$ cat config.mk
export PLATFORM = sky130hd
export DESIGN_NAME = hilo_md_unit_flat
export DESIGN_NICKNAME = d
export VERILOG_FILES = /design/src/rtl/hilo_md_if.sv /design/src/rtl/hilo_md_unit.sv /design/src/flat_wrapper.sv
export SDC_FILE = /design/constraint.sdc
export NUM_CORES = 1
export LEC_CHECK = 0
export BUFFER_PORTS_ARGS = -buffer_cell sky130_fd_sc_hd__buf_2
export CORE_AREA = 4 4 159 314
export CTS_BUF_LIST = sky130_fd_sc_hd__clkbuf_8
export DETAILED_ROUTE_END_ITERATION = 16
export DIE_AREA = 0 0 163 318
export GPL_ROUTABILITY_DRIVEN = 0
export GPL_TIMING_DRIVEN = 0
export PLACE_DENSITY_LB_ADDON = 0.2
export SLEW_MARGIN = 20
export SYNTH_ARGS = -nofsm -noshare
export SYNTH_HDL_FRONTEND = slang
export SYNTH_SLANG_ARGS = --single-unit
$ cat constraint.sdc
create_clock -name clk -period 4 [get_ports clk]
set_clock_uncertainty 0.05 [all_clocks]
set_input_delay 0.2 -clock clk [delete_from_list [all_inputs] [get_ports clk]]
set_output_delay 0.2 -clock clk [all_outputs]
set_load 0.01 [all_outputs]
$ cat src/rtl/hilo_md_if.sv
// Execute/Decode-side bundle of the HI/LO multiply/divide unit: op requests,
// operands, stall request and HI/LO forwarding outputs.
interface hilo_md_if #(
    parameter int WIDTH = 32
);
    logic [2:0]       md_op_e;
    logic [WIDTH-1:0] src_a_e;
    logic [WIDTH-1:0] src_b_e;
    logic [2:0]       md_op_d;
    logic             use_hilo_d;
    logic             busy;
    logic             md_stall_req;
    logic             done;
    logic             div_by_zero;
    logic [WIDTH-1:0] hi_out;
    logic [WIDTH-1:0] lo_out;

    modport master (
        output md_op_e, src_a_e, src_b_e, md_op_d, use_hilo_d,
        input  busy, md_stall_req, done, div_by_zero, hi_out, lo_out
    );

    modport slave (
        input  md_op_e, src_a_e, src_b_e, md_op_d, use_hilo_d,
        output busy, md_stall_req, done, div_by_zero, hi_out, lo_out
    );
endinterface

$ cat src/rtl/hilo_md_unit.sv
// Iterative mult/multu/div/divu unit owning HI/LO, with stall request for Decode.
// Optional macro MDU_EARLY_TERM_EN: multiply finishes once remaining multiplier bits are zero.
module hilo_md_unit #(
    parameter int WIDTH = 32,
    parameter int CNT_W = 5
) (
    input logic     clk,
    input logic     rst_n,
    hilo_md_if.slave md
);
    localparam logic [2:0] OP_NONE  = 3'd0;
    localparam logic [2:0] OP_MULT  = 3'd1;
    localparam logic [2:0] OP_MULTU = 3'd2;
    localparam logic [2:0] OP_DIV   = 3'd3;
    localparam logic [2:0] OP_DIVU  = 3'd4;
    localparam logic [2:0] OP_MTHI  = 3'd5;
    localparam logic [2:0] OP_MTLO  = 3'd6;
    localparam logic [2:0] OP_RSVD  = 3'd7;

    localparam logic [1:0] IDLE = 2'd0;
    localparam logic [1:0] CALC = 2'd1;
    localparam logic [1:0] FIX  = 2'd2;

`ifdef MDU_EARLY_TERM_EN
    localparam logic EARLY_TERM = 1'b1;
`else
    localparam logic EARLY_TERM = 1'b0;
`endif

    function automatic logic [WIDTH-1:0] neg_w(input logic [WIDTH-1:0] v, input logic en);
        return en ? (~v + WIDTH'(1)) : v;
    endfunction

    function automatic logic [2*WIDTH-1:0] neg_2w(input logic [2*WIDTH-1:0] v, input logic en);
        return en ? (~v + (2*WIDTH)'(1)) : v;
    endfunction

    logic [1:0]         state;
    logic [CNT_W-1:0]   cnt;
    logic [2*WIDTH-1:0] a_sh;
    logic [WIDTH-1:0]   b_reg;
    logic [2*WIDTH-1:0] acc;
    logic [WIDTH-1:0]   rem;
    logic               is_div;
    logic               sign_a;
    logic               sign_b;
    logic [WIDTH-1:0]   hi_q;
    logic [WIDTH-1:0]   lo_q;
    logic               done_q;
    logic               dbz_q;

    logic signed [WIDTH-1:0] src_a_s;
    logic signed [WIDTH-1:0] src_b_s;
    logic                    op_signed;
    logic                    op_mul;
    logic                    op_dv;
    logic [WIDTH-1:0]        a_mag_in;
    logic [WIDTH-1:0]        b_mag_in;
    logic [WIDTH:0]          rem_sh;
    logic [WIDTH:0]          trial;
    logic                    last_iter;

    assign src_a_s   = md.src_a_e;
    assign src_b_s   = md.src_b_e;
    assign op_signed = (md.md_op_e == OP_MULT) || (md.md_op_e == OP_DIV);
    assign op_mul    = (md.md_op_e == OP_MULT) || (md.md_op_e == OP_MULTU);
    assign op_dv     = (md.md_op_e == OP_DIV)  || (md.md_op_e == OP_DIVU);
    assign a_mag_in  = neg_w(md.src_a_e, op_signed && (src_a_s < 0));
    assign b_mag_in  = neg_w(md.src_b_e, op_signed && (src_b_s < 0));

    // Restoring divide step: shift in the next dividend bit, then trial-subtract.
    assign rem_sh    = {rem, a_sh[WIDTH-1]};
    assign trial     = rem_sh - {1'b0, b_reg};
    assign last_iter = (cnt == '0) ||
                       (EARLY_TERM && !is_div && (b_reg[WIDTH-1:1] == '0));

    always_ff @(posedge clk or negedge rst_n) begin
        if (!rst_n) begin
            state  <= IDLE;
            cnt    <= '0;
            a_sh   <= '0;
            b_reg  <= '0;
            acc    <= '0;
            rem    <= '0;
            is_div <= 1'b0;
            sign_a <= 1'b0;
            sign_b <= 1'b0;
            hi_q   <= '0;
            lo_q   <= '0;
            done_q <= 1'b0;
            dbz_q  <= 1'b0;
        end else begin
            done_q <= 1'b0;
            dbz_q  <= 1'b0;
            case (state)
                IDLE: begin
                    if (md.md_op_e == OP_MTHI) begin
                        hi_q <= md.src_a_e;
                    end else if (md.md_op_e == OP_MTLO) begin
                        lo_q <= md.src_a_e;
                    end else if (op_dv && (md.src_b_e == '0)) begin
                        dbz_q <= 1'b1;
                    end else if (op_mul || op_dv) begin
                        a_sh   <= {{WIDTH{1'b0}}, a_mag_in};
                        b_reg  <= b_mag_in;
                        acc    <= '0;
                        rem    <= '0;
                        is_div <= op_dv;
                        sign_a <= op_signed && (src_a_s < 0);
                        sign_b <= op_signed && (src_b_s < 0);
                        cnt    <= CNT_W'(WIDTH - 1);
                        state  <= (EARLY_TERM && op_mul && (b_mag_in == '0)) ? FIX : CALC;
                    end
                end
                CALC: begin
                    if (is_div) begin
                        rem  <= trial[WIDTH] ? rem_sh[WIDTH-1:0] : trial[WIDTH-1:0];
                        a_sh <= {a_sh[2*WIDTH-1:WIDTH], a_sh[WIDTH-2:0], ~trial[WIDTH]};
                    end else begin
                        if (b_reg[0]) begin
                            acc <= acc + a_sh;
                        end
                        a_sh  <= a_sh << 1;
                        b_reg <= b_reg >> 1;
                    end
                    if (last_iter) begin
                        state <= FIX;
                    end else begin
                        cnt <= cnt - CNT_W'(1);
                    end
                end
                FIX: begin
                    if (is_div) begin
                        hi_q <= neg_w(rem, sign_a);
                        lo_q <= neg_w(a_sh[WIDTH-1:0], sign_a ^ sign_b);
                    end else begin
                        {hi_q, lo_q} <= neg_2w(acc, sign_a ^ sign_b);
                    end
                    done_q <= 1'b1;
                    state  <= IDLE;
                end
                default: state <= IDLE;
            endcase
        end
    end

    assign md.busy         = (state != IDLE);
    assign md.md_stall_req = md.busy &&
                             (md.use_hilo_d || ((md.md_op_d != OP_NONE) && (md.md_op_d != OP_RSVD)));
    assign md.done         = done_q;
    assign md.div_by_zero  = dbz_q;
    assign md.hi_out       = hi_q;
    assign md.lo_out       = lo_q;
endmodule

$ cat src/flat_wrapper.sv
// flat-port wrapper written by rule: the top's interface ports become plain ports
module hilo_md_unit_flat 
#(
    parameter int WIDTH = 32,
    parameter int CNT_W = 5
)
  (clk, rst_n, md_md_op_e, md_src_a_e, md_src_b_e, md_md_op_d, md_use_hilo_d, md_busy, md_md_stall_req, md_done, md_div_by_zero, md_hi_out, md_lo_out);
  hilo_md_if #(.WIDTH(WIDTH)) md_i ();
  input logic clk;
  input logic rst_n;
  input wire logic [$bits(md_i.md_op_e)-1:0] md_md_op_e;
  input wire logic [$bits(md_i.src_a_e)-1:0] md_src_a_e;
  input wire logic [$bits(md_i.src_b_e)-1:0] md_src_b_e;
  input wire logic [$bits(md_i.md_op_d)-1:0] md_md_op_d;
  input wire logic [$bits(md_i.use_hilo_d)-1:0] md_use_hilo_d;
  output wire logic [$bits(md_i.busy)-1:0] md_busy;
  output wire logic [$bits(md_i.md_stall_req)-1:0] md_md_stall_req;
  output wire logic [$bits(md_i.done)-1:0] md_done;
  output wire logic [$bits(md_i.div_by_zero)-1:0] md_div_by_zero;
  output wire logic [$bits(md_i.hi_out)-1:0] md_hi_out;
  output wire logic [$bits(md_i.lo_out)-1:0] md_lo_out;
  assign md_i.md_op_e = md_md_op_e;
  assign md_i.src_a_e = md_src_a_e;
  assign md_i.src_b_e = md_src_b_e;
  assign md_i.md_op_d = md_md_op_d;
  assign md_i.use_hilo_d = md_use_hilo_d;
  assign md_busy = md_i.busy;
  assign md_md_stall_req = md_i.md_stall_req;
  assign md_done = md_i.done;
  assign md_div_by_zero = md_i.div_by_zero;
  assign md_hi_out = md_i.hi_out;
  assign md_lo_out = md_i.lo_out;
  hilo_md_unit #(.WIDTH(WIDTH), .CNT_W(CNT_W)) u_core (.clk(clk), .rst_n(rst_n), .md(md_i));
endmodule
-- Yosys cells after proc, flatten, opt, wreduce, memory -nomap -nowiden
Cells that the tools add are included.
- input bits: 73
- register bits: 268
- output and inout bits: 68
- bitwise logic cells: 10
- add/sub/neg operators: 8
- order comparisons: 2
- muxes and demuxes: 55
- reduce and logical (&&, ||, !) cells: 26
- eq/ne operators: 20
- operator list (cell ; count):
    two-way mux 64 bit ; 12
    two-way mux 32 bit ; 20
    case mux 32 bit (2 select lines) ; 4
    case mux 64 bit (2 select lines) ; 2
    adder 32 x 1 -> 32 bit (second input constant) ; 4
    NOT 32 bit ; 4
    adder 64 x 1 -> 64 bit (second input constant) ; 1
    adder 64 bit ; 1
    < comparator 32 x 1 -> 1 bit (second input constant) ; 2
    NOT 64 bit ; 1
    subtractor 33 x 32 -> 33 bit ; 1
    logical NOT 32 bit ; 1
    two-way mux 5 bit ; 5
    AND reduction 6 bit ; 3
    AND reduction 5 bit ; 3
    inequality test 2 x 1 -> 1 bit (second input constant) ; 6
    two-way mux 2 bit ; 5
    inequality test 2 bit (second input constant) ; 5
    case mux 5 bit (2 select lines) ; 1
    equality test 3 bit (second input constant) ; 3
    AND reduction 7 bit ; 1
    equality test 3 x 2 -> 1 bit (second input constant) ; 2
    nonzero test 2 bit ; 3
    logical AND 1 bit ; 5
    15 further kinds ; 26

-- Logic depth before layout (Yosys ltp)
- word-level depth: 9
- gate-level depth with buffers: 14
- gate-level depth less buffers: 13

-- Worst setup path before layout
Ideal clock, no wire load.
- path type: flip-flop to flip-flop
- from: register u_core.a_sh[0]
- to: register u_core.acc[40]
- period minus slack after synthesis: 3.364 ns
- required time: 3.881 ns
- library setup time: 0.069 ns
- arrival time: 3.245 ns
- slack: 0.636 ns
- cell stages (with the launch flop): 14
- cell sequence: dfrtp_1 -> ha_1 -> inv_1 -> fa_1 -> nor2b_1 -> o21bai_1 -> a2111oi_0 -> o21bai_1 -> a21boi_1 -> or3_1 -> a21bo_2 -> a21oi_1 -> or4_1 -> nand3_1
- cells in the longest elaborated chain, start to end: 4
- RTL lines (what ; RTL line ; RTL):
    start: declaration ; hilo_md_unit.sv:40 ; logic [2*WIDTH-1:0] a_sh;
    start signal: assignment ; hilo_md_unit.sv:104 ; a_sh <= {{WIDTH{1'b0}}, a_mag_in};
    start signal: assignment ; hilo_md_unit.sv:118 ; a_sh <= {a_sh[2*WIDTH-1:WIDTH], a_sh[WIDTH-2:0], ~trial[WIDTH]};
    start signal: assignment ; hilo_md_unit.sv:123 ; a_sh <= a_sh << 1;
    adder 64 bit ; hilo_md_unit.sv:121 ; acc <= acc + a_sh;
    two-way mux 64 bit ; hilo_md_unit.sv:120 ; if (b_reg[0]) begin
    two-way mux 64 bit ; hilo_md_unit.sv:116 ; if (is_div) begin
    case mux 64 bit (2 select lines) ; hilo_md_unit.sv:95 ; case (state)
    end signal: assignment ; hilo_md_unit.sv:121 ;
    end: declaration ; hilo_md_unit.sv:42 ; logic [2*WIDTH-1:0] acc;
No other way between the ends. The select of a mux whose other input is x is not followed.
A chain may end at the register's enable or synchronous reset.

-- Worst setup path in the final report
- from: register u_core.acc[6]
- to: register u_core.hi_q[21] (netlist: u_core.md.hi_out[21])
- cells in the longest elaborated chain, start to end: 5
- RTL lines (what ; RTL line ; RTL):
    NOT 64 bit ; hilo_md_unit.sv:35 ; return en ? (~v + (2*WIDTH)'(1)) : v;
    adder 64 x 1 -> 64 bit ; hilo_md_unit.sv:35 ;
    two-way mux 64 bit ; hilo_md_unit.sv:35 ;
    two-way mux 32 bit ; hilo_md_unit.sv:133 ; if (is_div) begin
    case mux 32 bit (2 select lines) ; hilo_md_unit.sv:95 ;
    end signal: assignment ; hilo_md_unit.sv:98 ; hi_q <= md.src_a_e;
    end signal: assignment ; hilo_md_unit.sv:134 ; hi_q <= neg_w(rem, sign_a);
    end signal: assignment ; hilo_md_unit.sv:137 ; {hi_q, lo_q} <= neg_2w(acc, sign_a ^ sign_b);
    end: declaration ; hilo_md_unit.sv:47 ; logic [WIDTH-1:0] hi_q;
No other way between the ends.

==> metrics.md <==
| Metric | Value |
|---|---|
| PwrDens | 943 mW/mm2 |
| First-pass DRT Iterations | 8 |
| Vias in the first global route | 22300 |
| Hold Path Class | in2reg |
| Crit Path Max Fanout | 5 |
| Most common cell after layout, fill and taps aside | nand2_1 |
| Clock Latency Late Sink | 0.65 ns |
| Initial Util | 44.5% |
| Total gr overflow | 0 |
| CP max stage delay | 0.62 ns |
| Via count | 22300 |
| Setup_tns | 0 ns |
| Crit Path Category | reg2reg |
| Rel. slew slack | 36.5% |
| Number of synthesized flops with an enable pin | 0 |
| Most frequent cells in the layout | nand2_1, a21oi_1, o21ai_0 |
| Dpl hpwl | 67900 um |
| Status | completed |
| Hold path cells | 3 |
| Starting DRT DRC Count | 1762 |
| # DRC | 0 |
| Sequential area share after synthesis | 31.7% |
| Min cycle time layout | 3.92 ns |
| Finish-stage setup viols | 0 |
| Asr flop ratio synth | 100% |
| Fraction of layout instances using a drive strength above 1 | 9.90% |
| Reg power frac | 24.9% |
| Num CTS Buffers | 44 |
| Cells after Synth | 2670 |
| Critical path origin | u_core.acc[6] |
| Clock power frac | 11.1% |
| CTS Root Buffer Type | clkbuf_8 |
| Total GRT Usage | 32.0% |
| Vias per cell | 6.26 |
| Net Sw Frac | 54.1% |
| Port buffer count | 139 |
| Worst slew pin tran | 0.952 ns |
| Synth warn | 0 |
| Die X | 163 um |
| P_sw | 12400 uW |
| TritonCTS clock tree | yes |
| Cell area after layout | 0.0243 mm2 |
| Reg2reg start | u_core.acc[6] |
| Worst reg2reg setup slack | 0.08 ns |
| WL final | 85200 um |
| Combinational share of power | 64.0% |
| MaxCap Viol Count | 0 |
| # rows | 113 |
| Fill cells | 4632 |
| # clock sinks | 268 |
| Io pins | 141 |
| Fmax | 255 MHz |
| Critical-path top delay cell | or4_1 |
| Biggest regs | u_core.a_sh x64, u_core.acc x64 |
| Synth-to-Final Area Change | 14.8% |
| Mapped cell area | 0.0212 mm2 |
| Post-Syn Area per Cell | 7.92 um2 |
| Core Box Area | 0.0475 mm2 |
| Final antenna-violating net count | 0 |
| Synthesis-stage register bit count | 268 |
| Htree depth | 2 |
| Netlist cell types | 74 |
| RR Endpoint | u_core.md.hi_out[21] |
| Die area | 0.0518 mm2 |
| Register clock-pin slew on the reported worst setup and hold paths | 0.07 ns |
| CTS max path bufs | 3 |
| Worst reg-to-reg path cell count | 8 |
| Largest net degree at the start of global routing | 88 |
| Post-layout util | 51.1% |
| Place WS | -0.594 ns |
| Worst setup margin | 0.0795 ns |
| Pins Over Slew Limit | 0 |
| Post-DP Area | 0.0227 mm2 |
| Final Hold Viols | 0 |
| Synth Flop Type | dfrtp_1 |
| Final Cycle Share | 98.0% |
| Nets | 3080 |
| Average routed wire per standard cell | 23.9 um |
| Crit path cell chain | or4_1, or4_4, nor4_4, nand4b_1, or4_4, o31ai_1, xor2_2, a221oi_1 |
| Setup crit end kind | register |
| Most frequent CP cell | or4_4 |
| Int Pwr | 10500 uW |
| Worst EP arrival | 4.37 ns |
| Static Leak | 0.0102 uW |
| Startpoint Class | register |
| Worst vdd ir | 0.324 mV |
| Antenna violations before repair | 2 |
| Die height | 318 um |
| Critical Path RT | 4.45 ns |
| Mapped Nets | 2847 |
| First-pass GRT wire length | 128000 um |
| CP Capture Point | u_core.md.hi_out[21] |
-- cells by family after synthesis --
logic type / synth area share (%)
mux: 2.11
simple gates: 18.5
flops: 31.7
compound gates: 26.8
fa+ha+maj: 6.22
xor+xnor: 10.4
buf+inv: 4.28
-- cells in the mapped netlist, types with 7 or more instances --
master      n  share of area [%]
dfrtp_1   268                 32
or4_1      33                1.2
nor2_1    204                3.6
mux2i_1    31                1.5
o41ai_1    16               0.66
nand4_1    23               0.68
o31ai_1    61                2.2
o311ai_0    7               0.29
a22o_1     36                1.5
buf_2      10               0.24
a32oi_1    11               0.46
inv_1      76                1.3
o21a_1     13               0.46
nor3_1     57                1.3
a211oi_1   40                1.4
clkbuf_1  143                2.5
a21o_1     40                1.4
xnor2_1   129                5.3
nand2_1   315                5.6
nor2b_1    19               0.56
and3_1     17               0.50
o21bai_1   21               0.75
nand2b_1   23               0.68
o21ai_0   288                6.8
nand3_1    53                1.3
o22ai_1    12               0.35
mux2_2     10               0.53
xor2_1    121                5.0
buf_1       8               0.14
or3_1      28               0.83
o211ai_1   18               0.64
a21oi_1   293                6.9
or2_2      11               0.33
nor4_1     22               0.65
and2_1     10               0.30
ha_1      102                6.0
a31oi_1    20               0.59
-- through the flow --
stage                     total power [uW]  std cells  hold slack, ns
after floorplan                      14700       2670          -0.146
after global placement               19200       3441           0.411
after detailed placement             19600       3444          0.0725
after CTS                            22300       3559         0.00246
after global routing                 24300       3564          0.0326
final                                22900       3565          0.0279
-- worst min path at each step --
stage / startpoint / slack (ns) / to
after CTS: md_src_b_e[2] / 0.002 / u_core.b_reg[2]
after floorplan: rst_n / -0.15 / u_core.a_sh[0]
after global placement: u_core.md.lo_out[5] / 0.41 / u_core.md.lo_out[5]
after global routing: md_src_a_e[10] / 0.03 / u_core.md.lo_out[10]
final: md_src_a_e[10] / 0.03 / u_core.md.lo_out[10]
after detailed placement: rst_n / 0.07 / u_core.md.lo_out[10]
-- what timing repair did --
action / in CTS / in global routing
buffers inserted: 2 / 5
endpoints found under the hold margin: 247 / 0
hold buffers: 40 / 0
pin swaps: 1 / 6
endpoints found under the setup margin: 45 / 169
resized for setup: 11 / 27
-- layer usage --
layer  global-route usage, %  part of all wire, %
met5                       0                    0
met1                    30.4                   32
met4                    31.4                   12
met2                    56.7                   50
met3                    4.46                  5.5
-- critical path, delay by kind of cell, from the launching register on --
| family | cells | cell delay, ns |
|---|---|---|
| AOI/OAI and AO/OA | 2 | 0.51 |
| xor gates and xnor gates | 1 | 0.41 |
| DFF | 1 | 0.43 |
| and+or+nand+nor | 5 | 2.39 |
-- power groups by stage --
stage | Clock [uW] | Sequential [uW] | Combinational, uW
2_1_floorplan | 0 | 4970 | 9750
3_3_place_gp | 0 | 5620 | 13600
3_5_place_dp | 0 | 5650 | 13900
4_1_cts | 2580 | 5610 | 14100
5_1_grt | 2690 | 5750 | 15800
6_report | 2540 | 5700 | 14600
-- area by class of cell --
cell class	instances	area, um2	share of cell area (%)
multi-input cells	2164	13700	56.6
flip-flops and latches	268	6710	27.6
repair buffers	189	1240	5.11
well taps	632	791	3.26
clock buffers	53	729	3.01
plain buffers	159	617	2.54
inverters	77	289	1.19
clock inverters	20	149	0.613
diodes	3	7.51	0.0309
Power figures use the tool's default switching activity.
